### config.mk
export PLATFORM = sky130hd
export DESIGN_NAME = pwm_gen
export DESIGN_NICKNAME = d
export VERILOG_FILES = /design/src/rtl/pwm_gen.sv
export SDC_FILE = /design/constraint.sdc
export NUM_CORES = 1
export LEC_CHECK = 0
export CORE_ASPECT_RATIO = 0.7
export CORE_MARGIN = 5
export CORE_UTILIZATION = 57
export CTS_CLUSTER_DIAMETER = 50
export DETAILED_ROUTE_END_ITERATION = 6
export PLACE_DENSITY_LB_ADDON = 0.2
export SYNTH_ARGS = -nofsm -noshare
export SYNTH_HDL_FRONTEND = slang
export SYNTH_SLANG_ARGS = --single-unit
### constraint.sdc
create_clock -name clk -period 3.6 [get_ports clk]
set_input_delay 0.36 -clock clk [delete_from_list [all_inputs] [get_ports clk]]
set_output_delay 0.36 -clock clk [all_outputs]
set_load 0.005 [all_outputs]
### src/rtl/pwm_gen.sv
// pwm_gen: complementary high/low gate driver with fixed on-time, controller
// supplied off-time and optional dead-time between phases.
// Ports:
//   clk, rst      - clock, asynchronous active-high reset
//   enable        - level run request; dropping it aborts the current period
//   off_div       - requested off-time in cycles (latched when pwm_rdy)
//   pwm_rdy       - controller idle, off_div stable
//   pwm_en        - one-cycle pulse on the first ON cycle (starts controller)
//   gate_hi/lo    - high-side / low-side drive, never both high
//   period_done   - one-cycle pulse on the last cycle of a completed period
module pwm_gen #(
  parameter int unsigned ON_TIME   = 40,
  parameter int unsigned CNT_WIDTH = 18,
  parameter int unsigned DEAD_TIME = 4,
  parameter int unsigned MIN_OFF   = 2,
  parameter int unsigned START_OFF = 100
) (
  input  logic                 clk,
  input  logic                 rst,
  input  logic                 enable,
  input  logic [CNT_WIDTH-1:0] off_div,
  input  logic                 pwm_rdy,
  output logic                 pwm_en,
  output logic                 gate_hi,
  output logic                 gate_lo,
  output logic                 period_done
);

  localparam logic [CNT_WIDTH-1:0] ON_LOAD   = CNT_WIDTH'(ON_TIME - 1);
  localparam logic [CNT_WIDTH-1:0] DEAD_LOAD = CNT_WIDTH'((DEAD_TIME > 0) ? DEAD_TIME - 1 : 0);
  localparam logic [CNT_WIDTH-1:0] MIN_VAL   = CNT_WIDTH'(MIN_OFF);
  localparam logic [CNT_WIDTH-1:0] START_VAL = CNT_WIDTH'(START_OFF);
  localparam bit                   NO_DEAD   = (DEAD_TIME == 0);

  typedef enum logic [2:0] {
    S_IDLE   = 3'd0,
    S_ON     = 3'd1,
    S_DEAD_A = 3'd2,
    S_OFF    = 3'd3,
    S_DEAD_B = 3'd4
  } state_t;

  state_t               state_q, state_d;
  logic [CNT_WIDTH-1:0] cnt_q, cnt_d;
  logic [CNT_WIDTH-1:0] shadow_q, shadow_d;
  logic                 pwm_en_q, pwm_en_d;
  logic                 gate_hi_q, gate_hi_d;
  logic                 gate_lo_q, gate_lo_d;
  logic                 done_q, done_d;
  logic                 phase_last;
  logic                 end_period;

  // State, counter, shadow off-time and registered outputs
  always_ff @(posedge clk or posedge rst) begin
    if (rst) begin
      state_q   <= S_IDLE;
      cnt_q     <= '0;
      shadow_q  <= START_VAL;
      pwm_en_q  <= 1'b0;
      gate_hi_q <= 1'b0;
      gate_lo_q <= 1'b0;
      done_q    <= 1'b0;
    end else begin
      state_q   <= state_d;
      cnt_q     <= cnt_d;
      shadow_q  <= shadow_d;
      pwm_en_q  <= pwm_en_d;
      gate_hi_q <= gate_hi_d;
      gate_lo_q <= gate_lo_d;
      done_q    <= done_d;
    end
  end

  // Next-state, phase counter, off-time latch and output decode
  always_comb begin
    state_d    = state_q;
    cnt_d      = cnt_q;
    shadow_d   = shadow_q;
    end_period = 1'b0;
    phase_last = (cnt_q == '0);

    if (!phase_last) cnt_d = cnt_q - CNT_WIDTH'(1);

    case (state_q)
      S_IDLE: begin
        if (enable) begin
          state_d = S_ON;
          cnt_d   = ON_LOAD;
        end
      end
      S_ON: begin
        if (phase_last) begin
          if (pwm_rdy) shadow_d = (off_div < MIN_VAL) ? MIN_VAL : off_div;
          if (NO_DEAD) begin
            state_d = S_OFF;
            // Freshly latched value applies to this period's OFF phase
            cnt_d   = shadow_d - CNT_WIDTH'(1);
          end else begin
            state_d = S_DEAD_A;
            cnt_d   = DEAD_LOAD;
          end
        end
      end
      S_DEAD_A: begin
        if (phase_last) begin
          state_d = S_OFF;
          cnt_d   = shadow_q - CNT_WIDTH'(1);
        end
      end
      S_OFF: begin
        if (phase_last) begin
          if (NO_DEAD) begin
            end_period = 1'b1;
          end else begin
            state_d = S_DEAD_B;
            cnt_d   = DEAD_LOAD;
          end
        end
      end
      S_DEAD_B: begin
        if (phase_last) end_period = 1'b1;
      end
      default: begin
        state_d = S_IDLE;
        cnt_d   = '0;
      end
    endcase

    if (end_period) begin
      if (enable) begin
        state_d = S_ON;
        cnt_d   = ON_LOAD;
      end else begin
        state_d = S_IDLE;
        cnt_d   = '0;
      end
    end

    // Abort: drop to IDLE, keep the previously latched off-time
    if ((state_q != S_IDLE) && !enable) begin
      state_d  = S_IDLE;
      cnt_d    = '0;
      shadow_d = shadow_q;
    end

    // Outputs decoded from the next state so they register alongside it
    gate_hi_d = (state_d == S_ON);
    gate_lo_d = (state_d == S_OFF);
    pwm_en_d  = (state_d == S_ON) && (state_q != S_ON);
    done_d    = ((state_d == S_DEAD_B) || (NO_DEAD && (state_d == S_OFF)))
                && (cnt_d == '0);
  end

  assign pwm_en      = pwm_en_q;
  assign gate_hi     = gate_hi_q;
  assign gate_lo     = gate_lo_q;
  assign period_done = done_q;

endmodule

==> results of run 1 <==
[placed cells by master (no fill, tap or decap), types with 2 or more instances in the layout]
master	instances
inv_1	13
o221ai_2	2
or3_1	5
nor2_1	20
xnor2_1	13
clkdlybuf4s50_1	25
dfstp_2	3
xor2_1	13
nand3_1	10
a21oi_1	13
mux2_2	17
nand3b_1	4
or2_2	2
o211ai_1	4
nand4_1	3
nor4_2	4
nor4_1	6
buf_4	7
nand2_1	17
ha_1	2
o311a_1	2
clkbuf_8	6
o22ai_1	7
and2_1	2
o21ai_1	3
mux2i_1	2
a21o_1	2
o31a_1	2
o21ai_0	17
or4_1	6
o31ai_1	2
nor3_1	14
dfrtp_1	40
[kinds of logic after synthesis]
kind of cell	Yosys count
compound gates	63
xor+xnor	26
fa+ha+maj	4
buf+inv	26
flops	43
mux	19
simple gates	105
[how the worst max path moves through the flow]
stage / start / endpoint / slack [ns] / cells after the start
2_1_floorplan: cnt_q[0] / period_done / 0.37 / 13
3_3_place_gp: cnt_q[0] / period_done / 0.36 / 12
3_5_place_dp: cnt_q[0] / period_done / 0.17 / 12
4_1_cts: cnt_q[0] / period_done / 0.14 / 12
5_1_grt: cnt_q[0] / period_done / -0.01 / 12
6_report: cnt_q[0] / period_done / 0.17 / 12
[stage by stage]
stage | hold WS [ns] | instances | instance area [um^2]
global placement | 0.519 | 360 | 3010
CTS | 0.524 | 368 | 3100
global route | 0.555 | 370 | 3120
floorplan | 0.501 | 286 | 2690
finish | 0.504 | 370 | 3120
detailed placement | 0.523 | 360 | 3010
[routing by layer]
layer | routed length, um | track usage, %
met3 | 445 | 4.79
met4 | 64 | 6.85
met1 | 3200 | 33.5
met5 | 0 | 0
met2 | 2830 | 33.2
[Yosys cell counts, types with 3 or more instances]
master / n
nor4_1: 7
nand4_1: 3
xnor2_1: 13
ha_1: 3
xor2_1: 13
dfstp_2: 3
clkbuf_1: 9
inv_1: 14
o21ai_1: 3
nand3_1: 10
o21ai_0: 17
o211ai_1: 4
nor2_1: 20
o22ai_1: 7
nor3_1: 14
a21oi_1: 13
mux2_2: 17
nand2_1: 17
or3_1: 5
or4_1: 6
dfrtp_1: 40
nor4_2: 3
nand3b_1: 4
[registers in the layout (all words and copies together), names as in the netlist]
signal / cells
cnt_q: 18
shadow_q: 18
state_q: 3
gate_hi: 1
gate_lo: 1
period_done: 1
pwm_en: 1
[where the power goes]
part           switching, mW  internal [mW]  total [mW]
sequential             0.184          0.627       0.811
clock                  0.160          0.155       0.314
combinational          0.560          0.436       0.996
[cell type report]
type                            instances  area, um^2  area share [%]
Timing Repair Buffer                   32         303            9.72
Multi-Input combinational cell        217        1510            48.6
Tap cell                               55        68.8            2.21
Clock inverter                          1        5.00           0.161
Clock buffer                            7        86.3            2.77
Inverter                               15        58.8            1.89
Sequential cell                        43        1080            34.7
[worst max-delay path, cell delays in order, from the launching register on]
cell,delay [ns]
dfrtp_1,0.42
inv_1,0.10
ha_2,0.20
inv_1,0.07
or3_1,0.37
nor3_4,0.33
inv_4,0.12
ha_1,0.30
maj3_1,0.36
a21oi_1,0.14
o211ai_1,0.11
or4b_2,0.63
nor4_2,0.17
[what timing repair did]
action	CTS	global route
gates resized for setup	0	1
buffers inserted	0	2
endpoints found under the setup margin	0	1
==> results_dict.tcl, run 1 <==
set metrics [dict create \
    rr_worst_depth 12 \
    tightest_slew_ns 0.627 \
    ant_nets 0 \
    cp.arrival_ns 3.63 \
    leakagePower_nw 1.29 \
    avgRoutedWirePerCell_um 17.7 \
    area_delta_synth_final_pct 16.0 \
    rrSetupSlack_ns 0.17 \
    path_clk_slew_ns 0.08 \
    clk_latency_ns 0.30 \
    synth_area_um2 2690 \
    vias 2309 \
    tns_ns 0 \
    drive_above_1_share_pct 16.2 \
    layout_setup_ws_ns 0.172 \
    synth_compound_gate_area_share_pct 15.3 \
    ios 26 \
    fin_skew_ns 0.00668 \
    grt_antenna_before_repair 0 \
    finalCritPeriodShare_pct 95.2 \
    cts_hold_buffers 0 \
    die_y_um 67.4 \
    io_buffers 25 \
    end_kind "register" \
    startpoint_type "register" \
    gr-usage-all-layers_pct 22.6 \
    synth-xor-area-share_pct 8.48 \
    cts_sinks 43 \
    root_buffer "clkbuf_8" \
    cts_tree "done" \
    yosys_most_used_dff "dfrtp_1" \
    final_util_pct 69.9 \
    grt-ovfl-total 0 \
    die-area_um2 6210 \
    synthAdderAreaFrac_pct 1.77 \
    ys_types 56 \
    die_w_um 92.1 \
    irDropWorstVdd_mv 0.333 \
    max_freq_ghz 0.292 \
    path_max_fanout 10 \
    diodes 0 \
    fillers 365 \
    synthSimpleGateAreaFrac_pct 22.6 \
    required_ns 3.80 \
    crit_type "register to register" \
    synth_largest_area_cell "dfrtp_1" \
    layout.nets 339 \
    hpwl_um 5030 \
    powerDensity_nw_per_um2 681 \
    async_flop_share_pct 100 \
    grt_pass1_vias 2161 \
    finalHoldViolations 0 \
    drt_first_pass_iters 6 \
    r2r_start "cnt_q[0]" \
    relSlewSlack_pct 58.0 \
    setup_violations 0 \
    yosys.area.top_type_share_pct 37.3 \
    synth_edf_count 0 \
    synthTopCellsByArea "dfrtp_1 37%, mux2_2 7.1%, xnor2_1 4.2%" \
    grt_max_degree 44 \
    syn_area_per_cell_um2 9.39 \
    synth_mux_area_share_pct 7.87 \
    fin_crit_ns 3.43 \
    place_ws_ns 0.174 \
    yosys_warnings 0 \
    place_congestion 0.905 \
    synth_seq_cells 43 \
    cts_max_path_buffers 2 \
    power.total_mw 2.12 \
    drc 0 \
    routed_wl_um 6540 \
    initial_core_util_pct 60.3 \
    syn-instance-count 286 \
    synthesis.nets 311 \
    viasPerCell 6.24 \
    drt_iter0_drc 217 \
    holdCritPathClass "input pin to asynchronous set/reset pin" \
    cts_buffers 5 \
    cap_violations 0 \
    reg2reg_to "period_done" \
    ys_seq_area_share_pct 40.2 \
    finalMaxSlewViolations 0 \
    htree_levels 2 \
    status "complete, no violations" \
    grt_pass1_wl_um 10800 \
    core-area_um2 4450 \
    num_rows 20 \
    synth_top_family_by_area "simple AND/OR/NAND/NOR gates" \
]
Power figures use the tool's default switching activity.
==> inputs of run 2 (changes only) <==
- CORE_UTILIZATION: 57 -> 59
- CTS_BUF_LIST: unset -> sky130_fd_sc_hd__clkbuf_4
- PLACE_DENSITY: unset -> 0.86
- PLACE_DENSITY_LB_ADDON: 0.2 -> unset
==> run 2 against run 1 <==
  * Maximum frequency grew 2.3%
  * Core utilization grew 1.1 points
  * Highest routed layer unchanged
  * Critical endpoint unchanged
  * Register-to-register slack gained 0.08 ns
  * Hold slack lost 0.053 ns
  * Clock skew grew 0.0067 ns
==> results_dict.tcl, run 2 (synthesized netlist as in run 1, its figures left out) <==
set metrics [dict create \
    status "complete, no violations" \
    avgRoutedWirePerCell_um 18.2 \
    final_util_pct 71.0 \
    tns_ns 0 \
    fin_crit_ns 3.35 \
    layout_setup_ws_ns 0.248 \
    p_clk_share_pct 15.2 \
    end_kind "register" \
    grt_pass1_wl_um 10900 \
    drt_first_pass_iters 5 \
    mostFrequentLayoutCells "40 x dfrtp_1, 25 x clkdlybuf4s50_1, 20 x nor2_1" \
    ant_nets 0 \
    area_delta_synth_final_pct 15.7 \
    grt_pass1_vias 2122 \
    clk_latency_ns 0.37 \
    placed_area_um2 3010 \
    cts_sinks 43 \
    drive_above_1_share_pct 16.5 \
    final_cells 370 \
    root_buffer "clkbuf_4" \
    drc 0 \
    leakagePower_nw 1.29 \
    required_ns 3.86 \
    tightest_slew_ns 0.881 \
    cp.arrival_ns 3.62 \
    ios 26 \
    irDropWorstVdd_mv 0.407 \
    cp_num_buf_inv 1 \
    crit_type "register to register" \
    layout.nets 339 \
    vias 2360 \
    cts_max_path_buffers 2 \
    viasPerCell 6.38 \
    gr-usage-all-layers_pct 22.9 \
    setup_violations 0 \
    largestRegisters "cnt_q (18), shadow_q (18), state_q (3)" \
    finalHoldViolations 0 \
    final_area_um2 3110 \
    finalMaxSlewViolations 0 \
    combinationalPowerShare_pct 46.7 \
    holdCritPathClass "input pin to asynchronous set/reset pin" \
    p_sw_share_pct 42.8 \
    relSlewSlack_pct 41.2 \
    power.internal_mw 1.22 \
    powerDensity_nw_per_um2 685 \
    slowest_stage "or4b_2" \
    startpoint_type "register" \
    holdWs_ns 0.451 \
    io_buffers 25 \
    core-area_um2 4380 \
    grt-ovfl-total 0 \
    die_w_um 90.7 \
    crit_top_cell "nor4_2" \
    placed_cells 360 \
    fin_skew_ns 0.0134 \
    mostFrequentLayoutCell "dfrtp_1" \
    drt_iter0_drc 326 \
    cts_tree "done" \
    critPathTopFamily "simple AND/OR/NAND/NOR gates" \
    place_congestion 0.925 \
    diodes 0 \
    routed_wl_um 6730 \
    initial_core_util_pct 61.3 \
    path_clk_slew_ns 0.14 \
    finalCritPeriodShare_pct 93.1 \
    rsz0062_at_grt "false" \
    die_y_um 66.5 \
    hpwl_um 5040 \
    power.total_mw 2.13 \
    num_rows 20 \
    max_freq_ghz 0.298 \
    cts_buffers 5 \
    cap_violations 0 \
    die-area_um2 6020 \
    path_max_fanout 10 \
    critPathMaxStageDelay_ns 0.63 \
    seqPwrFrac_pct 38.1 \
    p_switching_mw 0.912 \
    htree_levels 2 \
    place_ws_ns 0.161 \
    grt_antenna_before_repair 0 \
    cp_cell_sequence "nor4_2 -> nand3_2 -> nor3_4 -> inv_4 -> ha_1 -> maj3_1 -> a21oi_1 -> o211ai_1 -> or4b_2 -> nor4_2" \
    grt_max_degree 25 \
]
[run 2: final timing paths]
path / start / endpoint / slack, ns / depth (start not counted)
worst max register to register: cnt_q[15] / period_done / 0.25 / 10
min in group clk: shadow_q[17] / shadow_q[17] / 0.56 / 1
max in group asynchronous: rst / cnt_q[6] / 2.34 / 3
worst min register to register: shadow_q[17] / shadow_q[17] / 0.56 / 1
worst max-delay path: cnt_q[15] / period_done / 0.25 / 10
worst min-delay path: rst / shadow_q[16] / 0.45 / 2
[run 2: power groups by stage]
stage	clock network [mW]	registers (mW)	logic [mW]
after floorplan	0	0.762	0.749
after global placement	0	0.803	0.937
after detailed placement	0	0.815	0.959
after CTS	0.329	0.804	0.966
after global routing	0.349	0.823	1.09
final	0.323	0.812	0.994
[run 2: metal layers]
metal	vias to the layer above	GRT usage, %	wire length (um)
met2	144	33.6	2880
li1	1100	-	-
met5	-	0	0
met1	1103	34.5	3090
met4	0	6.51	89
met3	13	4.29	665
[run 2: final cells by class]
| cell class | count | area (um^2) |
|---|---|---|
| tap | 55 | 68.8 |
| clock buffer | 6 | 45.0 |
| sequential | 43 | 1080 |
| multi-input combinational | 217 | 1520 |
| inverter | 15 | 58.8 |
| fill | 342 | 1270 |
| clock inverter | 2 | 37.5 |
| timing repair buffer | 32 | 303 |
[run 2: what timing repair did]
item                                    4_1_cts  5_1_grt
setup buffers                                 0        2
endpoints found under the setup margin        0        1
gates resized for setup                       0        1
hold buffers                                  0        0
